<file path="src/rtl/transport_controller_if.sv">
// ----------------------------------------------------------------------------
// transport_controller_if
// Groups the transport request inputs, I2S word-select clocks, store/load
// handshake and status outputs of transport_controller.
//   master : user/test side; drives rec_req, play_req, stop_req, ws_rx,
//            ws_tx and sl_busy; observes everything else.
//   slave  : the controller; drives store_req, load_req, wr_en, rd_en,
//            mute, rec_len, play_pos and state.
// ----------------------------------------------------------------------------
interface transport_controller_if #(
    parameter int unsigned CNT_WIDTH = 20
);
    logic                 rec_req;
    logic                 play_req;
    logic                 stop_req;
    logic                 ws_rx;
    logic                 ws_tx;
    logic                 sl_busy;
    logic                 store_req;
    logic                 load_req;
    logic                 wr_en;
    logic                 rd_en;
    logic                 mute;
    logic [CNT_WIDTH-1:0] rec_len;
    logic [CNT_WIDTH-1:0] play_pos;
    logic [2:0]           state;

    modport master (
        output rec_req, play_req, stop_req, ws_rx, ws_tx, sl_busy,
        input  store_req, load_req, wr_en, rd_en, mute, rec_len, play_pos, state
    );

    modport slave (
        input  rec_req, play_req, stop_req, ws_rx, ws_tx, sl_busy,
        output store_req, load_req, wr_en, rd_en, mute, rec_len, play_pos, state
    );
endinterface

</file>
<file path="src/rtl/transport_controller.sv">
// ----------------------------------------------------------------------------
// transport_controller
// Record/playback sequencer for the single-track loop path. Converts
// rec/play/stop requests into store/load request levels and per-frame
// write/read strobes aligned to I2S frame starts (falling edge of ws).
// Ports:
//   clk  : system clock
//   rst  : asynchronous active-high reset (release expected synchronous to clk)
//   bus  : transport_controller_if.slave
//          in : rec_req, play_req, stop_req, ws_rx, ws_tx (async), sl_busy
//          out: store_req, load_req, wr_en, rd_en, mute, rec_len, play_pos,
//               state (IDLE=0 REC_ARM=1 REC=2 FLUSH=3 PLAY_ARM=4 PLAY=5)
// Build option:
//   LOOP_PLAYBACK_EN : defined -> playback wraps to frame 0 at end of take;
//                      undefined -> playback stops and returns to IDLE.
// ----------------------------------------------------------------------------
module transport_controller #(
    parameter int unsigned WORD_WIDTH  = 8,
    parameter int unsigned CNT_WIDTH   = 20,
    parameter int unsigned MAX_SAMPLES = 2**20 - 1
) (
    input logic                   clk,
    input logic                   rst,
    transport_controller_if.slave bus
);

    typedef enum logic [2:0] {
        IDLE     = 3'd0,
        REC_ARM  = 3'd1,
        REC      = 3'd2,
        FLUSH    = 3'd3,
        PLAY_ARM = 3'd4,
        PLAY     = 3'd5
    } state_e;

    localparam logic [CNT_WIDTH-1:0] CNT_ONE = CNT_WIDTH'(1);
    localparam logic [CNT_WIDTH-1:0] CNT_MAX = CNT_WIDTH'(MAX_SAMPLES);

    // No audio datapath here; WORD_WIDTH only keeps the parameter list
    // aligned with the rest of the audio path.
    logic unused_word_width;
    assign unused_word_width = (WORD_WIDTH == 0);

    // Synchronisers: bit 0 rec, 1 play, 2 stop, 3 ws_rx, 4 ws_tx
    logic [4:0] async_in, meta_q, sync_q, prev_q;
    logic       rec_ev, play_ev, stop_ev, rx_fs, tx_fs;

    assign async_in = {bus.ws_tx, bus.ws_rx, bus.stop_req, bus.play_req, bus.rec_req};

    always_ff @(posedge clk or posedge rst) begin
        if (rst) begin
            meta_q <= '0;
            sync_q <= '0;
            prev_q <= '0;
        end else begin
            meta_q <= async_in;
            sync_q <= meta_q;
            prev_q <= sync_q;
        end
    end

    assign rec_ev  =  sync_q[0] & ~prev_q[0];
    assign play_ev =  sync_q[1] & ~prev_q[1];
    assign stop_ev =  sync_q[2] & ~prev_q[2];
    assign rx_fs   = ~sync_q[3] &  prev_q[3];
    assign tx_fs   = ~sync_q[4] &  prev_q[4];

    state_e               state_q, state_d;
    logic                 store_req_q, store_req_d;
    logic                 load_req_q, load_req_d;
    logic                 wr_en_q, wr_en_d;
    logic                 rd_en_q, rd_en_d;
    logic                 mute_q, mute_d;
    logic [CNT_WIDTH-1:0] rec_cnt_q, rec_cnt_d;
    logic [CNT_WIDTH-1:0] rec_len_q, rec_len_d;
    logic [CNT_WIDTH-1:0] play_pos_q, play_pos_d;
    logic [CNT_WIDTH-1:0] rec_cnt_nx, last_idx;

    // Recording count including a frame start in this cycle
    assign rec_cnt_nx = rx_fs ? rec_cnt_q + CNT_ONE : rec_cnt_q;
    assign last_idx   = rec_len_q - CNT_ONE;

    // State and output registers
    always_ff @(posedge clk or posedge rst) begin
        if (rst) begin
            state_q     <= IDLE;
            store_req_q <= 1'b0;
            load_req_q  <= 1'b0;
            wr_en_q     <= 1'b0;
            rd_en_q     <= 1'b0;
            mute_q      <= 1'b1;
            rec_cnt_q   <= '0;
            rec_len_q   <= '0;
            play_pos_q  <= '0;
        end else begin
            state_q     <= state_d;
            store_req_q <= store_req_d;
            load_req_q  <= load_req_d;
            wr_en_q     <= wr_en_d;
            rd_en_q     <= rd_en_d;
            mute_q      <= mute_d;
            rec_cnt_q   <= rec_cnt_d;
            rec_len_q   <= rec_len_d;
            play_pos_q  <= play_pos_d;
        end
    end

    // Next-state logic
    always_comb begin
        state_d = state_q;
        case (state_q)
            IDLE: begin
                if (rec_ev)                             state_d = REC_ARM;
                else if (play_ev && (rec_len_q != '0))  state_d = PLAY_ARM;
            end
            REC_ARM: begin
                if (stop_ev)     state_d = FLUSH;
                else if (rx_fs)  state_d = REC;
            end
            REC: begin
                if (stop_ev || (rec_cnt_nx == CNT_MAX)) state_d = FLUSH;
            end
            FLUSH: begin
                if (!bus.sl_busy) state_d = IDLE;
            end
            PLAY_ARM: begin
                if (stop_ev)     state_d = IDLE;
                else if (tx_fs)  state_d = PLAY;
            end
            PLAY: begin
                if (stop_ev) state_d = IDLE;
`ifndef LOOP_PLAYBACK_EN
                else if (tx_fs && (play_pos_q == last_idx)) state_d = IDLE;
`endif
            end
            default: state_d = IDLE;
        endcase
    end

    // Output / counter next values
    always_comb begin
        store_req_d = (state_d == REC_ARM) || (state_d == REC);
        load_req_d  = (state_d == PLAY_ARM) || (state_d == PLAY);
        mute_d      = (state_d != PLAY);
        wr_en_d     = (state_q == REC) && rx_fs;
        rd_en_d     = (state_q == PLAY) && tx_fs;
        rec_cnt_d   = rec_cnt_q;
        rec_len_d   = rec_len_q;
        play_pos_d  = play_pos_q;
        case (state_q)
            REC_ARM: begin
                if (rx_fs) rec_cnt_d = '0;
            end
            REC: begin
                rec_cnt_d = rec_cnt_nx;
                if (state_d == FLUSH) rec_len_d = rec_cnt_nx;
            end
            PLAY_ARM: begin
                if (tx_fs) play_pos_d = '0;
            end
            PLAY: begin
                // play_pos advances the cycle after the strobe so it names the
                // frame being read while rd_en is high. Without looping the FSM
                // has already left PLAY at the last frame, so it holds there.
                if (rd_en_q)
                    play_pos_d = (play_pos_q == last_idx) ? '0 : play_pos_q + CNT_ONE;
            end
            default: ;
        endcase
    end

    assign bus.state     = state_q;
    assign bus.store_req = store_req_q;
    assign bus.load_req  = load_req_q;
    assign bus.wr_en     = wr_en_q;
    assign bus.rd_en     = rd_en_q;
    assign bus.mute      = mute_q;
    assign bus.rec_len   = rec_len_q;
    assign bus.play_pos  = play_pos_q;

endmodule

</file>
<file path="src/flat_wrapper.sv">
// flat-port wrapper written by rule: the top's interface ports become plain ports
module transport_controller_flat 
#(
    parameter int unsigned WORD_WIDTH  = 8,
    parameter int unsigned CNT_WIDTH   = 20,
    parameter int unsigned MAX_SAMPLES = 2**20 - 1
)
  (clk, rst, bus_rec_req, bus_play_req, bus_stop_req, bus_ws_rx, bus_ws_tx, bus_sl_busy, bus_store_req, bus_load_req, bus_wr_en, bus_rd_en, bus_mute, bus_rec_len, bus_play_pos, bus_state);
  transport_controller_if #(.CNT_WIDTH(CNT_WIDTH)) bus_i ();
  input logic clk;
  input logic rst;
  input wire logic [$bits(bus_i.rec_req)-1:0] bus_rec_req;
  input wire logic [$bits(bus_i.play_req)-1:0] bus_play_req;
  input wire logic [$bits(bus_i.stop_req)-1:0] bus_stop_req;
  input wire logic [$bits(bus_i.ws_rx)-1:0] bus_ws_rx;
  input wire logic [$bits(bus_i.ws_tx)-1:0] bus_ws_tx;
  input wire logic [$bits(bus_i.sl_busy)-1:0] bus_sl_busy;
  output wire logic [$bits(bus_i.store_req)-1:0] bus_store_req;
  output wire logic [$bits(bus_i.load_req)-1:0] bus_load_req;
  output wire logic [$bits(bus_i.wr_en)-1:0] bus_wr_en;
  output wire logic [$bits(bus_i.rd_en)-1:0] bus_rd_en;
  output wire logic [$bits(bus_i.mute)-1:0] bus_mute;
  output wire logic [$bits(bus_i.rec_len)-1:0] bus_rec_len;
  output wire logic [$bits(bus_i.play_pos)-1:0] bus_play_pos;
  output wire logic [$bits(bus_i.state)-1:0] bus_state;
  assign bus_i.rec_req = bus_rec_req;
  assign bus_i.play_req = bus_play_req;
  assign bus_i.stop_req = bus_stop_req;
  assign bus_i.ws_rx = bus_ws_rx;
  assign bus_i.ws_tx = bus_ws_tx;
  assign bus_i.sl_busy = bus_sl_busy;
  assign bus_store_req = bus_i.store_req;
  assign bus_load_req = bus_i.load_req;
  assign bus_wr_en = bus_i.wr_en;
  assign bus_rd_en = bus_i.rd_en;
  assign bus_mute = bus_i.mute;
  assign bus_rec_len = bus_i.rec_len;
  assign bus_play_pos = bus_i.play_pos;
  assign bus_state = bus_i.state;
  transport_controller #(.WORD_WIDTH(WORD_WIDTH), .CNT_WIDTH(CNT_WIDTH), .MAX_SAMPLES(MAX_SAMPLES)) u_core (.clk(clk), .rst(rst), .bus(bus_i));
endmodule
</file>
<file path="config.mk">
export PLATFORM = sky130hd
export DESIGN_NAME = transport_controller_flat
export DESIGN_NICKNAME = d
export VERILOG_FILES = /design/src/rtl/transport_controller_if.sv /design/src/rtl/transport_controller.sv /design/src/flat_wrapper.sv
export SDC_FILE = /design/constraint.sdc
export NUM_CORES = 1
export LEC_CHECK = 0
export CAP_MARGIN = 25
export CORE_UTILIZATION = 40
export CTS_CLUSTER_SIZE = 25
export DETAILED_ROUTE_END_ITERATION = 8
export PLACE_DENSITY = 0.62
export SYNTH_ARGS = -nofsm -noshare
export SYNTH_HDL_FRONTEND = slang
export SYNTH_SLANG_ARGS = --single-unit
export TNS_END_PERCENT = 5
</file>
<file path="constraint.sdc">
create_clock -name clk -period 2.6 [get_ports clk]
set_input_delay 0.26 -clock clk [delete_from_list [all_inputs] [get_ports clk]]
set_output_delay 0.26 -clock clk [all_outputs]
set_load 0.02 [all_outputs]
</file>
==> summary.md, run 1 <==
| Metric | Value |
|---|---|
| Path depth of the worst reg2reg path | `7` |
| Post-route ant nets | `0` |
| Startpoint type of the worst setup path | `register` |
| Final cell area excluding filler cells | `0.00669 mm2` |
| Clk root buf | `clkbuf_16` |
| Number of synthesized register bits | `83` |
| Setup WS pre-CTS | `-285 ps` |
| F_max | `about 360 MHz` |
| Die Ht | `~110 um` |
| Mapped Cells | `around 530` |
| Post-layout min period | `between 2000 and 3000 ps` |
| Clock Latency Late Sink | `350 ps` |
| Antenna Cells | `0` |
| DRT Pass-1 Iters | `6` |
| Die width | `~110 um` |
| Cell variety after synth | `65` |
| Setup crit end | `u_core.bus.play_pos[3]` |
| Register area share after synthesis | `between 40% and 50%` |
| Worst Path Max Fanout | `5` |
| RR Endpoint | `u_core.bus.play_pos[3]` |
| Iteration-0 DRC Markers | `between 300 and 400` |
| Crit. Startpoint | `u_core.bus.rec_len[7]` |
| Final net count | `around 670` |
| Routed WL | `approximately 13000 um` |
| Layout cells sized above 1 | `24.0%` |
| TritonCTS clock tree | `done` |
| Total negative slack | `-3760 ps` |
| Initial antenna violation count | `0` |
| Vias/cell | `approximately 5.4` |
| FFs w/ async S/R, synth | `between 90% and 100%` |
| Vias in the first global route | `4383` |
| Max-cap violations | `0` |
| CP Class | `reg -> reg` |
| Port Buf Inserts | `55` |
| DRC | `7` |
| Run status | `finished, violations left` |
| Hold Slack | `~170 ps` |
| HP Class | `in -> async` |
| Mapped Area | `0.00485 mm2` |
| Area grow syn2layout | `37.7%` |
| Failing checks | `DRC, setup timing` |
| Total number of vias | `~4.4k` |
| Cell Pwr Density | `just under 800 mW/mm2` |
| IO Count | `56` |
| Max Slew Vio Count | `0` |
| Rows | `39` |
| Starting Density | `41.8%` |
| Reg2reg start | `u_core.bus.rec_len[7]` |
| Post-synth EDFFs | `0` |
| Final setup fails | `25` |
| First-pass GRT wire length | `between 20000 and 25000 um` |
| RSZ-0062 raised after global routing | `yes` |
| Largest net degree at the start of global routing | `51` |
| Hold buffer count at CTS | `0` |
| Die ar. | `around 0.013 mm2` |
| Placed instance area | `between 0.006 and 0.007 mm2` |
| Period Utilization, post-route | `108%` |
| Fillers | `1032` |
| CP arrival | `approximately 3000 ps` |
| Finished Layout Cells | `between 800 and 900` |
| CTS buffer count | `9` |
| Post-DP HPWL | `roughly 10000 um` |
| Worst-Margin Slew | `roughly 720 ps` |
| Aggregate global routing overflow | `0` |
| Syn. warnings | `0` |
| Syn avg cell area | `9.14 um2` |
| Inst Count DP | `about 800` |
| Longest Clk Path Bufs | `2` |
| Mapped Nets | `approximately 540` |
| Critical Path End Type | `register` |
| Total track usage | `roughly 22%` |
| Crit path required time | `2830 ps` |
| Skew final | `between 7 and 8 ps` |
| PnR worst setup slack | `-204 ps` |
| GPL Wtd Cong | `0.953` |
| Setup slack, reg-to-reg | `-200 ps` |
| CTS Sinks | `just over 80` |
| CTS clk-pin slew, worst paths | `70 ps` |
| Final Hold Vio Count | `0` |
| P_leak | `2.88 nW` |
| Core Region | `roughly 0.012 mm2` |
| IR drop worst, VDD | `about 0.37 mV` |
| WL/cell | `around 16 um` |
| H-tree depth | `3` |
| Synth Flop Type | `dfrtp_1` |
| Max_slew headroom | `a little over half` |
## sequential cells by signal, indices dropped and copies added, names as in the netlist
register and cells:
u_core.bus.play_pos 20, u_core.bus.rec_len 20, u_core.rec_cnt_q 20, u_core.meta_q 5, u_core.prev_q 5, u_core.sync_q 5, u_core.bus.state 3, u_core.bus.load_req 1
u_core.bus.mute 1, u_core.bus.rd_en 1, u_core.bus.store_req 1, u_core.bus.wr_en 1
## synthesized netlist by cell type, types with 5 or more instances
library cell / number / share of area, %
dfrtp_1: 82 / 42
nor2_1: 53 / 4.1
nand2_1: 49 / 3.8
o21ai_0: 46 / 4.7
xnor2_1: 38 / 6.9
clkbuf_1: 25 / 1.9
a21oi_1: 23 / 2.4
xor2_1: 21 / 3.8
inv_1: 17 / 1.3
nor3_1: 15 / 1.5
nand4_1: 13 / 1.7
mux2_2: 10 / 2.3
nand2b_1: 10 / 1.3
nand3_1: 9 / 0.93
or4_1: 7 / 1.1
and3_1: 6 / 0.77
nor4_1: 6 / 0.77
o31ai_1: 6 / 0.93
or3_1: 6 / 0.77
a211oi_1: 5 / 0.77
and4_1: 5 / 0.90
o22ai_1: 5 / 0.64
## power breakdown
part	total, mW	leakage, nW	internal [mW]	switching (mW)
sequential	1.48	1.10	1.39	0.0912
clock	1.45	0.158	0.897	0.550
combinational	2.26	1.62	1.06	1.20
total	5.19	2.88	3.35	1.84
## how the worst min path moves through the flow
| stage | cells past startpoint | end | from |
|---|---|---|---|
| floorplan | 0 | u_core.meta_q[0] | bus_rec_req |
| global placement | 0 | u_core.sync_q[4] | u_core.meta_q[4] |
| detailed placement | 0 | u_core.sync_q[4] | u_core.meta_q[4] |
| CTS | 2 | u_core.rec_cnt_q[11] | rst |
| global route | 2 | u_core.rec_cnt_q[11] | rst |
| finish | 2 | u_core.rec_cnt_q[11] | rst |
## through the flow
stage	util, %	power [mW]
floorplan	-	2.77
global placement	53.2	3.58
detailed placement	53.2	3.63
CTS	56.7	5.15
global route	57.6	5.47
finish	57.6	5.19
## critical path: stages (launching register included)
cell and delay, ps:
dfrtp_2 400, or4_4 530, or4_4 530, a211o_1 290, a2111oi_4 380, a31oi_4 200, buf_4 180, a22o_1 170
## final cells by class
| class | count | area, um2 | area share [%] |
|---|---|---|---|
| multi-input cells | 402 | 2720 | 40.7 |
| flip-flops and latches | 83 | 2080 | 31.1 |
| well taps | 143 | 179 | 2.68 |
| clock inverters | 5 | 83.8 | 1.25 |
| clock buffers | 11 | 253 | 3.78 |
| repair buffers | 148 | 1300 | 19.5 |
| inverters | 17 | 65.1 | 0.973 |
## timing repair
| action | CTS | global route |
|---|---|---|
| pin swaps | 9 | 10 |
| gates resized for setup | 16 | 20 |
| setup buffers | 0 | 4 |
| endpoints found under the hold margin | 0 | 0 |
| endpoints found under the setup margin | 35 | 45 |
## cell usage in the layout (no fill, tap or decap), types with 4 or more instances in the layout
| master | netlist | routed |
|---|---|---|
| buf_4 | 0 | 86 |
| dfrtp_1 | 82 | 79 |
| clkdlybuf4s50_1 | 0 | 55 |
| nor2_1 | 53 | 53 |
| nand2_1 | 49 | 48 |
| o21ai_0 | 46 | 42 |
| xnor2_1 | 38 | 38 |
| a21oi_1 | 23 | 22 |
| xor2_1 | 21 | 21 |
| inv_1 | 17 | 16 |
| nand4_1 | 13 | 13 |
| nor3_1 | 15 | 12 |
| mux2_2 | 10 | 10 |
| nand2b_1 | 10 | 9 |
| nand3_1 | 9 | 9 |
| clkbuf_16 | 0 | 9 |
| or4_4 | 3 | 7 |
| and3_1 | 6 | 6 |
| o31ai_1 | 6 | 6 |
| o22ai_1 | 5 | 5 |
| and2_1 | 4 | 4 |
| and4_1 | 5 | 4 |
| nor4_1 | 6 | 4 |
| o21ai_1 | 1 | 4 |
| nor2b_1 | 4 | 4 |
| a211oi_1 | 5 | 4 |
| or3_1 | 6 | 4 |
| buf_6 | 1 | 4 |
## layer usage
metal  wire, um  track usage [%]  vias up
met5          0                0        -
met1       5970             27.6     2130
met2       6560             38.2       76
met3        338             3.13       20
met4        354             10.7        0
li1           -                -     2167
## kinds of logic after synthesis
kind of cell | Yosys count | synth area share, %
and+or+nand+nor | 209 | 22.9
AOI/OAI and AO/OA | 117 | 15.7
DFF | 83 | 42.8
xor gates and xnor gates | 60 | 11.1
buffers and inverters | 46 | 3.79
muxes | 13 | 2.94
adders and majority gates | 3 | 0.773
(Power assumes the default switching activity.)
==> run 2, diff against run 1 <==
--- a/config.mk
+++ b/config.mk
@@ -7,7 +7,6 @@
 export LEC_CHECK = 0
 export CAP_MARGIN = 25
 export CORE_UTILIZATION = 40
-export CTS_CLUSTER_SIZE = 25
 export DETAILED_ROUTE_END_ITERATION = 8
 export PLACE_DENSITY = 0.62
 export SYNTH_ARGS = -nofsm -noshare
==> results of run 2 <==
Final layout, timing and power as in run 1 (identical DEF).
